[src/rtl/fetch_ctrl_if.sv]
// Instruction-memory read channel between fetch_ctrl (master) and the memory slave.
interface fetch_ctrl_if #(
  parameter int BITWIDTH = 32
);
  logic [BITWIDTH-1:0] araddr;
  logic                arvalid;
  logic                arready;
  logic [31:0]         rdata;
  logic [1:0]          rresp;
  logic                rvalid;
  logic                rready;

  modport master (
    output araddr, arvalid, rready,
    input  arready, rdata, rresp, rvalid
  );

  modport slave (
    input  araddr, arvalid, rready,
    output arready, rdata, rresp, rvalid
  );
endinterface

[src/rtl/fetch_ctrl.sv]
// PC/fetch sequencer: one instruction in flight, 4 cycles per instruction at best.
// Each handshake stage holds its outputs stable until the partner accepts; faults halt fetch until reset.
module fetch_ctrl #(
  parameter int                  BITWIDTH  = 32,
  parameter logic [BITWIDTH-1:0] RST_VALUE = BITWIDTH'(32'h8000_0000)
) (
  input  logic                clk,
  input  logic                rst,
  fetch_ctrl_if.master        bus,
  output logic [31:0]         inst,
  output logic                inst_valid,
  input  logic                inst_ready,
  input  logic                commit_valid,
  input  logic [1:0]          pc_sel,
  input  logic [BITWIDTH-1:0] rs1_data,
  input  logic [31:0]         imm,
  output logic [BITWIDTH-1:0] pc,
  output logic                fetch_err,
  output logic [1:0]          err_cause,
  output logic [31:0]         retired
);

  typedef enum logic [2:0] {
    IDLE  = 3'd0,
    AR    = 3'd1,
    R     = 3'd2,
    ISSUE = 3'd3,
    EXEC  = 3'd4,
    ERROR = 3'd5
  } state_t;

  localparam logic [1:0] CAUSE_BUS   = 2'b01;
  localparam logic [1:0] CAUSE_ALIGN = 2'b10;

  state_t              state;
  logic                started;
  logic                arvalid_q;
  logic                rready_q;
  logic [BITWIDTH-1:0] op_a;
  logic [BITWIDTH-1:0] op_b;
  logic [BITWIDTH-1:0] next_pc;

  assign bus.araddr  = pc;
  assign bus.arvalid = arvalid_q;
  assign bus.rready  = rready_q;

  always_comb begin
    op_a    = pc_sel[1] ? rs1_data : pc;
    op_b    = pc_sel[0] ? BITWIDTH'(imm) : BITWIDTH'(4);
    next_pc = op_a + op_b;
    // JALR target has bit 0 cleared before the alignment check
    if (pc_sel == 2'b11) begin
      next_pc[0] = 1'b0;
    end
  end

  always_ff @(posedge clk) begin
    if (!rst) begin
      state      <= IDLE;
      started    <= 1'b0;
      pc         <= RST_VALUE;
      inst       <= '0;
      retired    <= '0;
      fetch_err  <= 1'b0;
      err_cause  <= 2'b00;
      arvalid_q  <= 1'b0;
      rready_q   <= 1'b0;
      inst_valid <= 1'b0;
    end else begin
      case (state)
        IDLE: begin
          // one full post-reset cycle in IDLE before the first request
          if (!started) begin
            started <= 1'b1;
          end else begin
            state     <= AR;
            arvalid_q <= 1'b1;
          end
        end
        AR: begin
          if (bus.arready) begin
            state     <= R;
            arvalid_q <= 1'b0;
            rready_q  <= 1'b1;
          end
        end
        R: begin
          if (bus.rvalid) begin
            rready_q <= 1'b0;
            if (bus.rresp == 2'b00) begin
              inst       <= bus.rdata;
              inst_valid <= 1'b1;
              state      <= ISSUE;
            end else begin
              fetch_err <= 1'b1;
              err_cause <= CAUSE_BUS;
              state     <= ERROR;
            end
          end
        end
        ISSUE: begin
          if (inst_ready) begin
            inst_valid <= 1'b0;
            state      <= EXEC;
          end
        end
        EXEC: begin
          if (commit_valid) begin
            retired <= retired + 32'd1;
            if (next_pc[1:0] != 2'b00) begin
              fetch_err <= 1'b1;
              err_cause <= CAUSE_ALIGN;
              state     <= ERROR;
            end else begin
              pc        <= next_pc;
              arvalid_q <= 1'b1;
              state     <= AR;
            end
          end
        end
        ERROR: begin
          arvalid_q  <= 1'b0;
          rready_q   <= 1'b0;
          inst_valid <= 1'b0;
        end
        default: begin
          state <= ERROR;
        end
      endcase
    end
  end

endmodule

[src/flat_wrapper.sv]
// flat-port wrapper written by rule: the top's interface ports become plain ports
module fetch_ctrl_flat 
#(
  parameter int                  BITWIDTH  = 32,
  parameter logic [BITWIDTH-1:0] RST_VALUE = BITWIDTH'(32'h8000_0000)
)
  (clk, rst, inst, inst_valid, inst_ready, commit_valid, pc_sel, rs1_data, imm, pc, fetch_err, err_cause, retired, bus_araddr, bus_arvalid, bus_rready, bus_arready, bus_rdata, bus_rresp, bus_rvalid);
  fetch_ctrl_if #(.BITWIDTH(BITWIDTH)) bus_i ();
  input  logic clk;
  input  logic rst;
  output logic [31:0] inst;
  output logic inst_valid;
  input  logic inst_ready;
  input  logic commit_valid;
  input  logic [1:0] pc_sel;
  input  logic [BITWIDTH-1:0] rs1_data;
  input  logic [31:0] imm;
  output logic [BITWIDTH-1:0] pc;
  output logic fetch_err;
  output logic [1:0] err_cause;
  output logic [31:0] retired;
  output wire logic [$bits(bus_i.araddr)-1:0] bus_araddr;
  output wire logic [$bits(bus_i.arvalid)-1:0] bus_arvalid;
  output wire logic [$bits(bus_i.rready)-1:0] bus_rready;
  input wire logic [$bits(bus_i.arready)-1:0] bus_arready;
  input wire logic [$bits(bus_i.rdata)-1:0] bus_rdata;
  input wire logic [$bits(bus_i.rresp)-1:0] bus_rresp;
  input wire logic [$bits(bus_i.rvalid)-1:0] bus_rvalid;
  assign bus_araddr = bus_i.araddr;
  assign bus_arvalid = bus_i.arvalid;
  assign bus_rready = bus_i.rready;
  assign bus_i.arready = bus_arready;
  assign bus_i.rdata = bus_rdata;
  assign bus_i.rresp = bus_rresp;
  assign bus_i.rvalid = bus_rvalid;
  fetch_ctrl #(.BITWIDTH(BITWIDTH), .RST_VALUE(RST_VALUE)) u_core (.clk(clk), .rst(rst), .bus(bus_i), .inst(inst), .inst_valid(inst_valid), .inst_ready(inst_ready), .commit_valid(commit_valid), .pc_sel(pc_sel), .rs1_data(rs1_data), .imm(imm), .pc(pc), .fetch_err(fetch_err), .err_cause(err_cause), .retired(retired));
endmodule
[config.mk]
export PLATFORM = sky130hd
export DESIGN_NAME = fetch_ctrl_flat
export DESIGN_NICKNAME = d
export VERILOG_FILES = /design/src/rtl/fetch_ctrl_if.sv /design/src/rtl/fetch_ctrl.sv /design/src/flat_wrapper.sv
export SDC_FILE = /design/constraint.sdc
export NUM_CORES = 1
export LEC_CHECK = 0
export BUFFER_PORTS_ARGS = -buffer_cell sky130_fd_sc_hd__buf_2
export CAP_MARGIN = 30
export CORE_UTILIZATION = 51
export DETAILED_ROUTE_END_ITERATION = 10
export PLACE_DENSITY = 0.81
export SLEW_MARGIN = 20
export SYNTH_ARGS = -nofsm -noshare
export SYNTH_HDL_FRONTEND = slang
export SYNTH_SLANG_ARGS = --single-unit
[constraint.sdc]
create_clock -name clk -period 4.4 [get_ports clk]
set_clock_uncertainty 0.15 [all_clocks]
set_input_delay 0.88 -clock clk [delete_from_list [all_inputs] [get_ports clk]]
set_output_delay 0.88 -clock clk [all_outputs]
set_load 0.01 [all_outputs]
After elaboration in Yosys (flattened, before gate mapping):

Cells that the tools add are included.

* equal/unequal tests: 15
* multiplexer cells: 33
* reduce and logical (&&, ||, !) cells: 15
* add/subtract/negate cells: 2
* bitwise operators: 2

Operator list (count)
* $mux 32: 2
* $add 32x1->32 const B: 1
* $add 32x32->32: 1
* $mux 3: 7
* $pmux 3 s6: 1
* $mux 1: 14
* $ne 2x2->1 const B: 6
* $reduce_and 5->1: 2
* $reduce_and 3->1: 3
* $mux 2: 4
* $eq 3x2->1 const B: 2
* $eq 3x3->1 const B: 2
* $ne 2x1->1 const B: 3
* $pmux 1 s3: 2
* $reduce_and 6->1: 1
* $reduce_bool 3->1: 2
* $pmux 1 s4: 1
* $pmux 2 s2: 1
* $reduce_and 4->1: 1
* $reduce_bool 2->1: 2
* $reduce_bool 4->1: 1
* $eq 3x1->1 const B: 1
* $logic_not 3->1: 1
* $eq 2x2->1 const B: 1
* other kinds (4): 5

* word-level logic and storage cells: 77
* output and inout bits: 134
* input bits: 106
* register bits after elaboration: 106

Logic depth before layout (Yosys ltp):

* word-level depth: 7
* mapped depth: 13
* mapped depth without buffers: 11

Worst setup path before layout:

OpenSTA, ideal clock, no wires.

* path kind: input-to-reg
* start point: input pc_sel[1]
* end point: register u_core.pc[16], in the netlist u_core.bus.araddr[16]
* library setup time: 0.070 ns
* data arrival time: 3.537 ns
* path buffers: 2
* stages on the path: 12
* path slack: 0.643 ns
* required time: 4.180 ns
* path through: clkbuf_1 > clkbuf_1 > mux2_2 > fa_1 > a21oi_1 > o21ai_1 > a31oi_1 > o21ai_0 > a211oi_1 > xnor2_1 > nand2_1 > a21oi_1

* word-level cells in the longest chain between the ends: 6
* elaborated cells on any way between the ends: 7
* classes of those cells: add/sub (1); eq/ne (1); mux (2); bitwise (1); reduce/logical (2)

RTL lines
* from (decl): RTL line flat_wrapper.sv:15 `input logic [1:0] pc_sel;`
* $mux 32: RTL line fetch_ctrl.sv:48 `op_a = pc_sel[1] ? rs1_data : pc;`
* $add 32x32->32: RTL line fetch_ctrl.sv:50 `next_pc = op_a + op_b;`
* $mux 1: RTL line fetch_ctrl.sv:52 `if (pc_sel == 2'b11) begin`
* $reduce_bool 2->1: RTL line fetch_ctrl.sv:110 `if (next_pc[1:0] != 2'b00) begin`
* $not 1->1 (no line)
* $reduce_and 3->1 (no line)
* to (signal assigned): RTL line fetch_ctrl.sv:115 `pc <= next_pc;`
* to (decl): RTL line fetch_ctrl.sv:17 `output logic [BITWIDTH-1:0] pc,`

Parallel ways exist; a longest one is shown, timed or not.
A chain may end at the register's enable or synchronous reset.

Worst setup path in the final report:

Ends and elaborated chain as after synthesis.

==> reports/metrics.cfg <==
[setup_path]
required_ns=4.52
path_cells=buf_2 > buf_4 > mux2_2 > fa_1 > a21oi_1 > o21ai_1 > a31oi_1 > o21ai_0 > a211oi_1 > xnor2_1 > nand2_1 > a21oi_1
cp-end-kind=register
crit_buf_inv=2
crit_family=compound AO/OA/AOI/OAI gates
path_max_fanout=11
crit_slowest_cell=fa_1
crit_top_cell=a21oi_1
rr_worst_depth=11
r2r_start=u_core.bus.araddr[0]
reg2reg_to=u_core.bus.araddr[16]
slowest_delay_ns=0.44
regToRegSetupSlack_ns=1.35
critPathLaunchType=input port
crit_type=in2reg
cp.arrival_ns=3.72

[layout]
drive_gt1_share_pct=31.3
fill_cells=1141
seqCellArea_sq_um=2120
area_growth_pct=21.7
num-nets-final=1157
utilization_pct=63.6
finalNonFillerCells=1195
diodes=0
multiInputGateArea_sq_um=4010

[synth]
netlist.area_leader.share_pct=32.3
yosysMostFrequentCell=nand2_1
ys_seq_area_share_pct=32.3
ys_top_cells_by_count=142 x nand2_1, 106 x dfxtp_1, 91 x a21oi_1, 53 x nor2_1, 37 x and2_1
yosysWarnings=0
syn_avg_cell_area_sq_um=7.94
synth.distinct_cells=62
synth-seq-cells=106
synth_ff_type=dfxtp_1
post-synth-top-area-cell=dfxtp_1
synth_edf_count=0
async_flop_share_pct=0
synthCells=827
syn_nets=966
synth_area_sq_um=6570
synthTopCellsByArea=dfxtp_1 32%, nand2_1 8.1%, a21oi_1 6.9%

[clock_network]
h-tree-depth=3
cts.clk_slew.worst_paths_ns=0.07
cts_tree=built
cts-root-buf=clkbuf_16
clk_latency_ns=0.36
clock_sinks=106
cts_resized=0
cts_made_buffers=9
holdBufCountCts=0
cts_setup_buffers=0
clock_path_buffers=2

[detailed_routing]
drtAntennaViolNets=0
drc=0
via_per_inst=5.41
vias=6459
first_pass_iters=5
drtIter0Drc=353
wl_per_cell_um=14.7
finalWirelength_um=17500

[sta]
hold_viol=0
slew_violations=0
min_period_ns=3.60
setup_tns_ns=0
fmax_mhz=278
hold_ws_ns=0.306
slew_headroom_pct=44.0
setup_violations=0
finalCritPeriodShare_pct=81.8
rsz0062_at_grt=false
tightest_slew_ns=0.834

[global_route]
grt_usage_pct=25.8
grt_start_max_net_pins=55
grt-ovfl-total=0
grt_pass1_wl_um=27500
grt_antenna_before_repair=0
grt_pass1_vias=5782

[status]
status=finished, final reports clean

[min_path]
holdPathStages=2
hold_path_startpoint=u_core.inst[28]
hold_path_end=u_core.inst[28]
hp-class=reg2reg

[placed_design]
hpwl_um=13100
gp_congestion=0.910
portBuffers=239
dpl.cell_count=1179

[flow_run]
drv_cap=0

[floorplanning]
die_w_um=116
die_area_sq_um=13300
std_cell_rows=41
initial_core_util_pct=52.3
pin_count=240
core_area_sq_um=12600
fp.dieH_um=116

[pwr]
ir_worst_vdd_mv=0.155
p_leak_nw=3.74
p_per_area_nw_per_um2=307

stage by stage:
step	worst slack [ns]	total power, mW	instance area [sq um]
finish	0.802	2.45	8000
global route	0.625	2.57	8000
CTS	0.832	2.46	8000
detailed placement	0.473	1.62	7690
global placement	0.529	1.60	7690
floorplan	0.643	1.45	6570
cells by family (layout without fill, tap and decap cells):
logic type / Yosys count / in the layout / synth area share (%)
xor gates and xnor gates: 45 / 45 / 6.00
DFF: 106 / 106 / 32.3
adders and majority gates: 33 / 33 / 6.40
AOI/OAI and AO/OA: 185 / 185 / 16.8
buffers and inverters: 88 / 284 / 6.89
muxes: 36 / 36 / 6.09
and+or+nand+nor: 334 / 334 / 25.5
how the worst max path moves through the flow:
stage | from | endpoint | depth (start not counted)
4_1_cts | pc_sel[1] | u_core.bus.araddr[16] | 12
3_3_place_gp | pc_sel[1] | u_core.bus.araddr[30] | 12
2_1_floorplan | pc_sel[1] | u_core.bus.araddr[16] | 12
5_1_grt | pc_sel[1] | u_core.bus.araddr[30] | 12
6_report | pc_sel[1] | u_core.bus.araddr[16] | 12
3_5_place_dp | pc_sel[1] | u_core.bus.araddr[30] | 12
area by class of cell:
type                            instances  area share (%)
Clock buffer                            9            2.82
Timing Repair Buffer                  248            15.8
Inverter                               20           0.939
Sequential cell                       106            26.5
Tap cell                              172            2.69
Clock inverter                          7            1.03
Multi-Input combinational cell        633            50.2
power breakdown:
group | switching [mW] | internal (mW)
clock | 0.399 | 0.452
combinational | 0.311 | 0.228
sequential | 0.0600 | 1.00
total | 0.770 | 1.68
worst min-delay path, delay by kind of cell, from the launching register on:
kind | cells | cell delay, ns
AND/OR/NAND/NOR | 1 | 0.05
flip-flops | 1 | 0.31
AO/OA/AOI/OAI | 1 | 0.05
sequential cells by signal, indices dropped and copies added (netlist names):
register,count
u_core.bus.araddr,32
u_core.inst,32
u_core.retired,32
u_core.state,3
u_core.err_cause,2
u_core.bus.arvalid,1
u_core.bus.rready,1
u_core.fetch_err,1
u_core.inst_valid,1
u_core.started,1
placed cells by master (no fill, tap or decap), types with 3 or more instances in the layout:
cell type	n
inv_1	18
nand2_1	142
or3_1	6
nand4_4	3
o31ai_1	4
clkbuf_16	9
o211a_1	3
ha_1	32
mux2i_1	4
nor3_1	8
xnor2_1	28
dfxtp_1	106
nand2b_1	7
o21ai_0	27
a21o_1	12
a31oi_1	9
o21bai_1	6
nor2_1	53
and3_1	8
buf_2	239
a211oi_1	8
mux2_2	32
nand4_1	10
xor2_1	17
nor2b_1	6
buf_4	9
a21oi_1	91
o21ai_1	3
and2_1	37
and3_2	3
nand3_1	30
o211ai_1	8
metal layers:
| layer | global-route usage (%) | routed length [um] |
|---|---|---|
| met1 | 34.6 | 8080 |
| met2 | 42.6 | 8310 |
| met3 | 3.82 | 920 |
| met4 | 8.05 | 208 |
| met5 | 0 | 0 |
No activity file was read; power rests on OpenSTA's default activity.
